**config.mk**
```make
export PLATFORM = sky130hd
export DESIGN_NAME = div_unit
export DESIGN_NICKNAME = d
export VERILOG_FILES = /design/src/rtl/div_unit.sv
export SDC_FILE = /design/constraint.sdc
export NUM_CORES = 1
export LEC_CHECK = 0
export BUFFER_PORTS_ARGS = -buffer_cell sky130_fd_sc_hd__buf_2
export CORE_UTILIZATION = 45
export CTS_CLUSTER_SIZE = 20
export DETAILED_ROUTE_END_ITERATION = 16
export PLACE_DENSITY = 0.73
export SYNTH_ARGS = -nofsm -noshare
export SYNTH_HDL_FRONTEND = slang
export SYNTH_SLANG_ARGS = --single-unit
```
**constraint.sdc**
```tcl
create_clock -name clk -period 5.9 [get_ports clk]
set_input_delay 1.18 -clock clk [delete_from_list [all_inputs] [get_ports clk]]
set_output_delay 1.18 -clock clk [all_outputs]
set_load 0.1 [all_outputs]
```
**src/rtl/div_unit.sv**
```systemverilog
// Iterative RV32M divider (DIV/DIVU/REM/REMU): restoring division, one quotient
// bit per cycle, result delivered as a single-cycle register-file write pulse.
//
//  state | meaning
//  IDLE  | ready for a new operation
//  CALC  | shifting out quotient bits, one per cycle
//  DONE  | result ready; write pulse issued on the way back to IDLE

module div_unit #(
    parameter int XLEN   = 32,
    parameter int ADDR_W = 5
) (
    input  logic              clk,
    input  logic              rst,
    input  logic              in_valid,
    output logic              in_ready,
    input  logic [1:0]        op,
    input  logic [XLEN-1:0]   rs1_data,
    input  logic [XLEN-1:0]   rs2_data,
    input  logic [ADDR_W-1:0] rd,
    input  logic              kill,
    output logic              busy,
    output logic              wen,
    output logic [ADDR_W-1:0] waddr,
    output logic [XLEN-1:0]   wdata
);

    typedef enum logic [1:0] {IDLE, CALC, DONE} state_t;

    localparam logic [XLEN-1:0] MIN_NEG = {1'b1, {(XLEN-1){1'b0}}};
    localparam logic [5:0]      LAST_IT = 6'(XLEN - 1);

    state_t state, state_nxt;

    logic              op_rem;
    logic [ADDR_W-1:0] rd_q;
    logic [XLEN-1:0]   dvd_q;
    logic [XLEN-1:0]   dvs_q;
    logic [XLEN-1:0]   rem_q;
    logic [XLEN-1:0]   quot_q;
    logic [5:0]        cnt_q;
    logic              neg_q;
    logic              neg_r;

    logic              in_signed;
    logic              div_zero;
    logic              ovf;
    logic [XLEN-1:0]   abs_a;
    logic [XLEN-1:0]   abs_b;
    logic [XLEN:0]     shifted;
    logic [XLEN:0]     diff;
    logic              ge;

    logic              wen_d;
    logic              upd_d;
    logic [XLEN-1:0]   result;

    assign in_signed = ~op[0];
    assign div_zero  = (rs2_data == '0);
    assign ovf       = in_signed && (rs1_data == MIN_NEG) && (rs2_data == '1);
    assign abs_a     = (in_signed && rs1_data[XLEN-1]) ? -rs1_data : rs1_data;
    assign abs_b     = (in_signed && rs2_data[XLEN-1]) ? -rs2_data : rs2_data;

    // The partial remainder is always below the divisor, so the shifted value
    // fits in XLEN+1 bits and the top bit of the difference is the borrow.
    assign shifted = {rem_q, dvd_q[XLEN-1]};
    assign diff    = shifted - {1'b0, dvs_q};
    assign ge      = ~diff[XLEN];

    always_ff @(posedge clk) begin
        if (rst) state <= IDLE;
        else     state <= state_nxt;
    end

    always_comb begin
        state_nxt = state;
        case (state)
            IDLE: if (in_valid) state_nxt = (div_zero || ovf) ? DONE : CALC;
            CALC: begin
                if (kill)                state_nxt = IDLE;
                else if (cnt_q == LAST_IT) state_nxt = DONE;
            end
            DONE:    state_nxt = IDLE;
            default: state_nxt = IDLE;
        endcase
    end

    always_comb begin
        upd_d  = (state == DONE) && !kill;
        wen_d  = upd_d && (rd_q != '0);
        result = op_rem ? (neg_r ? -rem_q : rem_q)
                        : (neg_q ? -quot_q : quot_q);
    end

    always_ff @(posedge clk) begin
        if (rst) begin
            op_rem <= 1'b0;
            rd_q   <= '0;
            dvd_q  <= '0;
            dvs_q  <= '0;
            rem_q  <= '0;
            quot_q <= '0;
            cnt_q  <= '0;
            neg_q  <= 1'b0;
            neg_r  <= 1'b0;
        end else if (state == IDLE) begin
            if (in_valid) begin
                op_rem <= op[1];
                rd_q   <= rd;
                cnt_q  <= '0;
                dvd_q  <= abs_a;
                dvs_q  <= abs_b;
                if (div_zero) begin
                    quot_q <= '1;
                    rem_q  <= rs1_data;
                    neg_q  <= 1'b0;
                    neg_r  <= 1'b0;
                end else if (ovf) begin
                    quot_q <= MIN_NEG;
                    rem_q  <= '0;
                    neg_q  <= 1'b0;
                    neg_r  <= 1'b0;
                end else begin
                    quot_q <= '0;
                    rem_q  <= '0;
                    neg_q  <= in_signed && (rs1_data[XLEN-1] ^ rs2_data[XLEN-1]);
                    neg_r  <= in_signed && rs1_data[XLEN-1];
                end
            end
        end else if (state == CALC) begin
            rem_q  <= ge ? diff[XLEN-1:0] : shifted[XLEN-1:0];
            quot_q <= {quot_q[XLEN-2:0], ge};
            dvd_q  <= {dvd_q[XLEN-2:0], 1'b0};
            cnt_q  <= cnt_q + 6'd1;
        end
    end

    always_ff @(posedge clk) begin
        if (rst) begin
            in_ready <= 1'b1;
            busy     <= 1'b0;
            wen      <= 1'b0;
            waddr    <= '0;
            wdata    <= '0;
        end else begin
            in_ready <= (state_nxt == IDLE);
            busy     <= (state_nxt != IDLE);
            wen      <= wen_d;
            if (upd_d) begin
                waddr <= rd_q;
                wdata <= result;
            end
        end
    end

endmodule

```
==> flow_metrics.tcl <==
set metrics [dict create \
    outcome "finished clean" \
    period_needed_ns 4.27 \
    cts.htree.levels 4 \
    power-per-cell-area_nw_per_um2 289 \
    synth_top_area_share_pct 29.9 \
    synth_fp_nets 1777 \
    yosysSeqAreaShare_pct 29.9 \
    num_antenna_cells 0 \
    proportion_of_layout_cells_with_a_drive_suffix_above_1_pct 11.3 \
    power_switching_share_pct 38.7 \
    setup.worst_path.start "dvd_q[31]" \
    worst_setup_hold_path_clk_slew_ns 0.08 \
    clk_root_buffer_cell "sky130_fd_sc_hd__clkbuf_16" \
    proportion_of_register_bits_with_asynchronous_set_or_reset_after_synthesis_pct 0 \
    hold_path_startpoint "wdata[21]" \
    fp.dieH_um 168 \
    fill_cells 2587 \
    synth_cell_type_count 62 \
    clock_latency_ns 0.45 \
    yosys.area.top_type "sky130_fd_sc_hd__dfxtp_1" \
    first_pass_iters 8 \
    p_leak_nw 5.14 \
    global_route.usage.total_pct 26.6 \
    timing.critical_path.fanout_max 18 \
    critical_path.endpoint_type "flip-flop" \
    design.die.area_um2 28100 \
    detailroute.via_count 12551 \
    first_pass_grt_wire_length_mm 60.5 \
    final.hold.worst_slack_ns 0.453 \
    setup_viol 0 \
    synth-edff-count 0 \
    fmaxAchievable_ghz 0.234 \
    final_hold_viol_count 0 \
    numCtsBuffers 17 \
    clock-skew-final_ns 0.0138 \
    finalWirelength_mm 37.7 \
    setup_total_negative_slack_ns 0 \
    flow.area_growth_from_synthesis_pct 10.3 \
    report.final.slew_viol_count 0 \
    worst_slew_margin_rel_pct 18.6 \
    multi_input_area_um2 7970 \
    avgViaCountPerCell 6.16 \
    drt.antenna.violating_nets 0 \
    num-nets-final 1798 \
    worstMarginPinSlew_ns 1.22 \
    cp.required_ns 6.25 \
    dp_slack_ns 1.30 \
    cts_resized 0 \
    largest_net_degree_at_the_start_of_global_routing 129 \
    power.internal_mw 2.42 \
    switchingPower_mw 1.52 \
    timing.hold.worst.class "flip-flop to flip-flop" \
    max-cap-violations 0 \
    wire_per_inst_um 18.5 \
    die_width_um 168 \
    yosysWarningCount 0 \
    synth.area.top_cells "sky130_fd_sc_hd__dfxtp_1 30%, sky130_fd_sc_hd__a21oi_1 7.0%, sky130_fd_sc_hd__a211oi_1 6.9%" \
    cts_sinks 184 \
    grt_remaining_overflow 0 \
    place_congestion 0.950 \
    post-route-util_pct 50.5 \
    power.sequential.fraction_pct 36.8 \
    place.detailed.hpwl_mm 26.7 \
    max-vdd-ir-drop_mv 0.161 \
    setup_repair_after_global_routing_missed_its_margin "no" \
    buffer_ports.inserted 114 \
    power.share.clock_pct 30.7 \
    post_cts_hold_buffer_count 0 \
    antenna_found_initial 1 \
    core.rowCount 60 \
    critPathArrivalTime_ns 4.62 \
    crit-reg2reg-launch "dvd_q[31]" \
    core_footprint_um2 27000 \
    setup.worst_path.class "flip-flop to flip-flop" \
    setup_ws_ns 1.63 \
    ff_latch_area_um2 3680 \
    post_synth_most_frequent_cells "185 x sky130_fd_sc_hd__nand2_1, 185 x sky130_fd_sc_hd__nor2_1, 184 x sky130_fd_sc_hd__dfxtp_1, 173 x sky130_fd_sc_hd__a21oi_1, 116 x sky130_fd_sc_hd__clkbuf_1" \
    drc 0 \
    setup.worst_path.start_class "flip-flop" \
    boundaryPins 115 \
    drt_iter0_markers 1065 \
    mean_post_synth_cell_area_um2 7.42 \
    finalCritPeriodShare_pct 72.4 \
    cts_tree "built" \
    netlist_instances 1663 \
    power.combinational.fraction_pct 32.4 \
    post-cts-setup-buffer-count 0 \
    vias_in_the_first_global_route 11539 \
    synth.ff_latch_count 184 \
    effective_utilization_at_floorplan_pct 45.8 \
    synth.cell_area_um2 12300 \
    clockBufferDepth 2 \
    dominantRegCellSynth "sky130_fd_sc_hd__dfxtp_1" \
]
-- worst max-delay path, cell delays in order, from the launching register on --
cell and delay (ns):
sky130_fd_sc_hd__dfxtp_1 0.32, sky130_fd_sc_hd__inv_1 0.09, sky130_fd_sc_hd__ha_1 0.26, sky130_fd_sc_hd__fa_1 0.38, sky130_fd_sc_hd__nand2b_1 0.22, sky130_fd_sc_hd__a21oi_1 0.32
sky130_fd_sc_hd__o21bai_1 0.17, sky130_fd_sc_hd__a211o_1 0.35, sky130_fd_sc_hd__a21oi_1 0.37, sky130_fd_sc_hd__nor3_1 0.26, sky130_fd_sc_hd__nor2_1 0.62, sky130_fd_sc_hd__buf_4 0.40
sky130_fd_sc_hd__nor2_1 0.12, sky130_fd_sc_hd__o41ai_1 0.30
-- path summary, 6_finish.rpt --
kind              cells after the start  slack, ns        end
setup / recovery                     13       1.63  rem_q[28]
hold / removal                        2       0.45  wdata[21]
setup reg to reg                     13       1.63  rem_q[28]
hold reg to reg                       2       0.45  wdata[21]
-- logic make-up after synthesis --
family                     after synthesis  share of synthesized area, %
AOI/OAI and AO/OA                      540                          28.7
adders and majority gates               39                          4.02
buffers and inverters                  185                          5.78
muxes                                    5                         0.416
and+or+nand+nor                        572                          21.4
DFF                                    184                          29.9
xor gates and xnor gates               138                          9.80
-- registers in the layout, indices dropped and copies added (netlist names) --
name / cells
busy: 1
cnt_q: 6
dvd_q: 32
dvs_q: 32
in_ready: 1
neg_q: 1
neg_r: 1
op_rem: 1
quot_q: 32
rd_q: 5
rem_q: 32
state: 2
waddr: 5
wdata: 32
wen: 1
-- power by group through the flow --
| stage | Combinational (mW) | Clock [mW] | Sequential (mW) |
|---|---|---|---|
| 6_report | 1.28 | 1.21 | 1.45 |
| 5_1_grt | 1.41 | 1.27 | 1.46 |
| 3_3_place_gp | 1.23 | 0 | 1.47 |
| 3_5_place_dp | 1.25 | 0 | 1.48 |
| 4_1_cts | 1.26 | 1.22 | 1.45 |
| 2_1_floorplan | 0.942 | 0 | 1.44 |
-- through the flow --
stage          instance area (µm²)  total power [mW]  std cells
2_1_floorplan                12300              2.38       1663
4_1_cts                      13600              3.93       2038
3_3_place_gp                 13000              2.70       2006
3_5_place_dp                 13000              2.72       2006
6_report                     13600              3.94       2038
5_1_grt                      13600              4.14       2038
-- layer usage --
| layer | up-vias | GRT usage (%) | routed length (µm) |
|---|---|---|---|
| met3 | 74 | 4.14 | 2920 |
| met1 | 5928 | 35.9 | 16400 |
| met5 | - | 0 | 0 |
| met4 | 0 | 9.33 | 1100 |
| li1 | 6035 | - | - |
| met2 | 514 | 42.8 | 17200 |
-- area by class of cell --
cell class              count  area share (%)
repair buffers            131            5.17
inverters                  56            1.54
well taps                 341            3.13
clock buffers              17            3.12
clock inverters            15            1.44
multi-input cells        1294            58.5
flip-flops and latches    184            27.1
-- placed cells by master (no fill, tap or decap), drive strengths merged, types with 8 or more instances in the layout --
cell    count
a211oi    114
a21o       14
a21oi     173
a31oi       8
and3       10
buf       131
clkbuf     17
dfxtp     184
ha         38
inv        64
nand2     185
nand2b     17
nand3      23
nand4      32
nor2      185
nor2b      11
nor3       36
nor4       11
o211ai     36
o21a       10
o21ai      87
o311a      15
o31ai      27
o41ai      18
or3        24
or4        16
xnor2      67
xor2       71
Power figures use the tool's default switching activity.
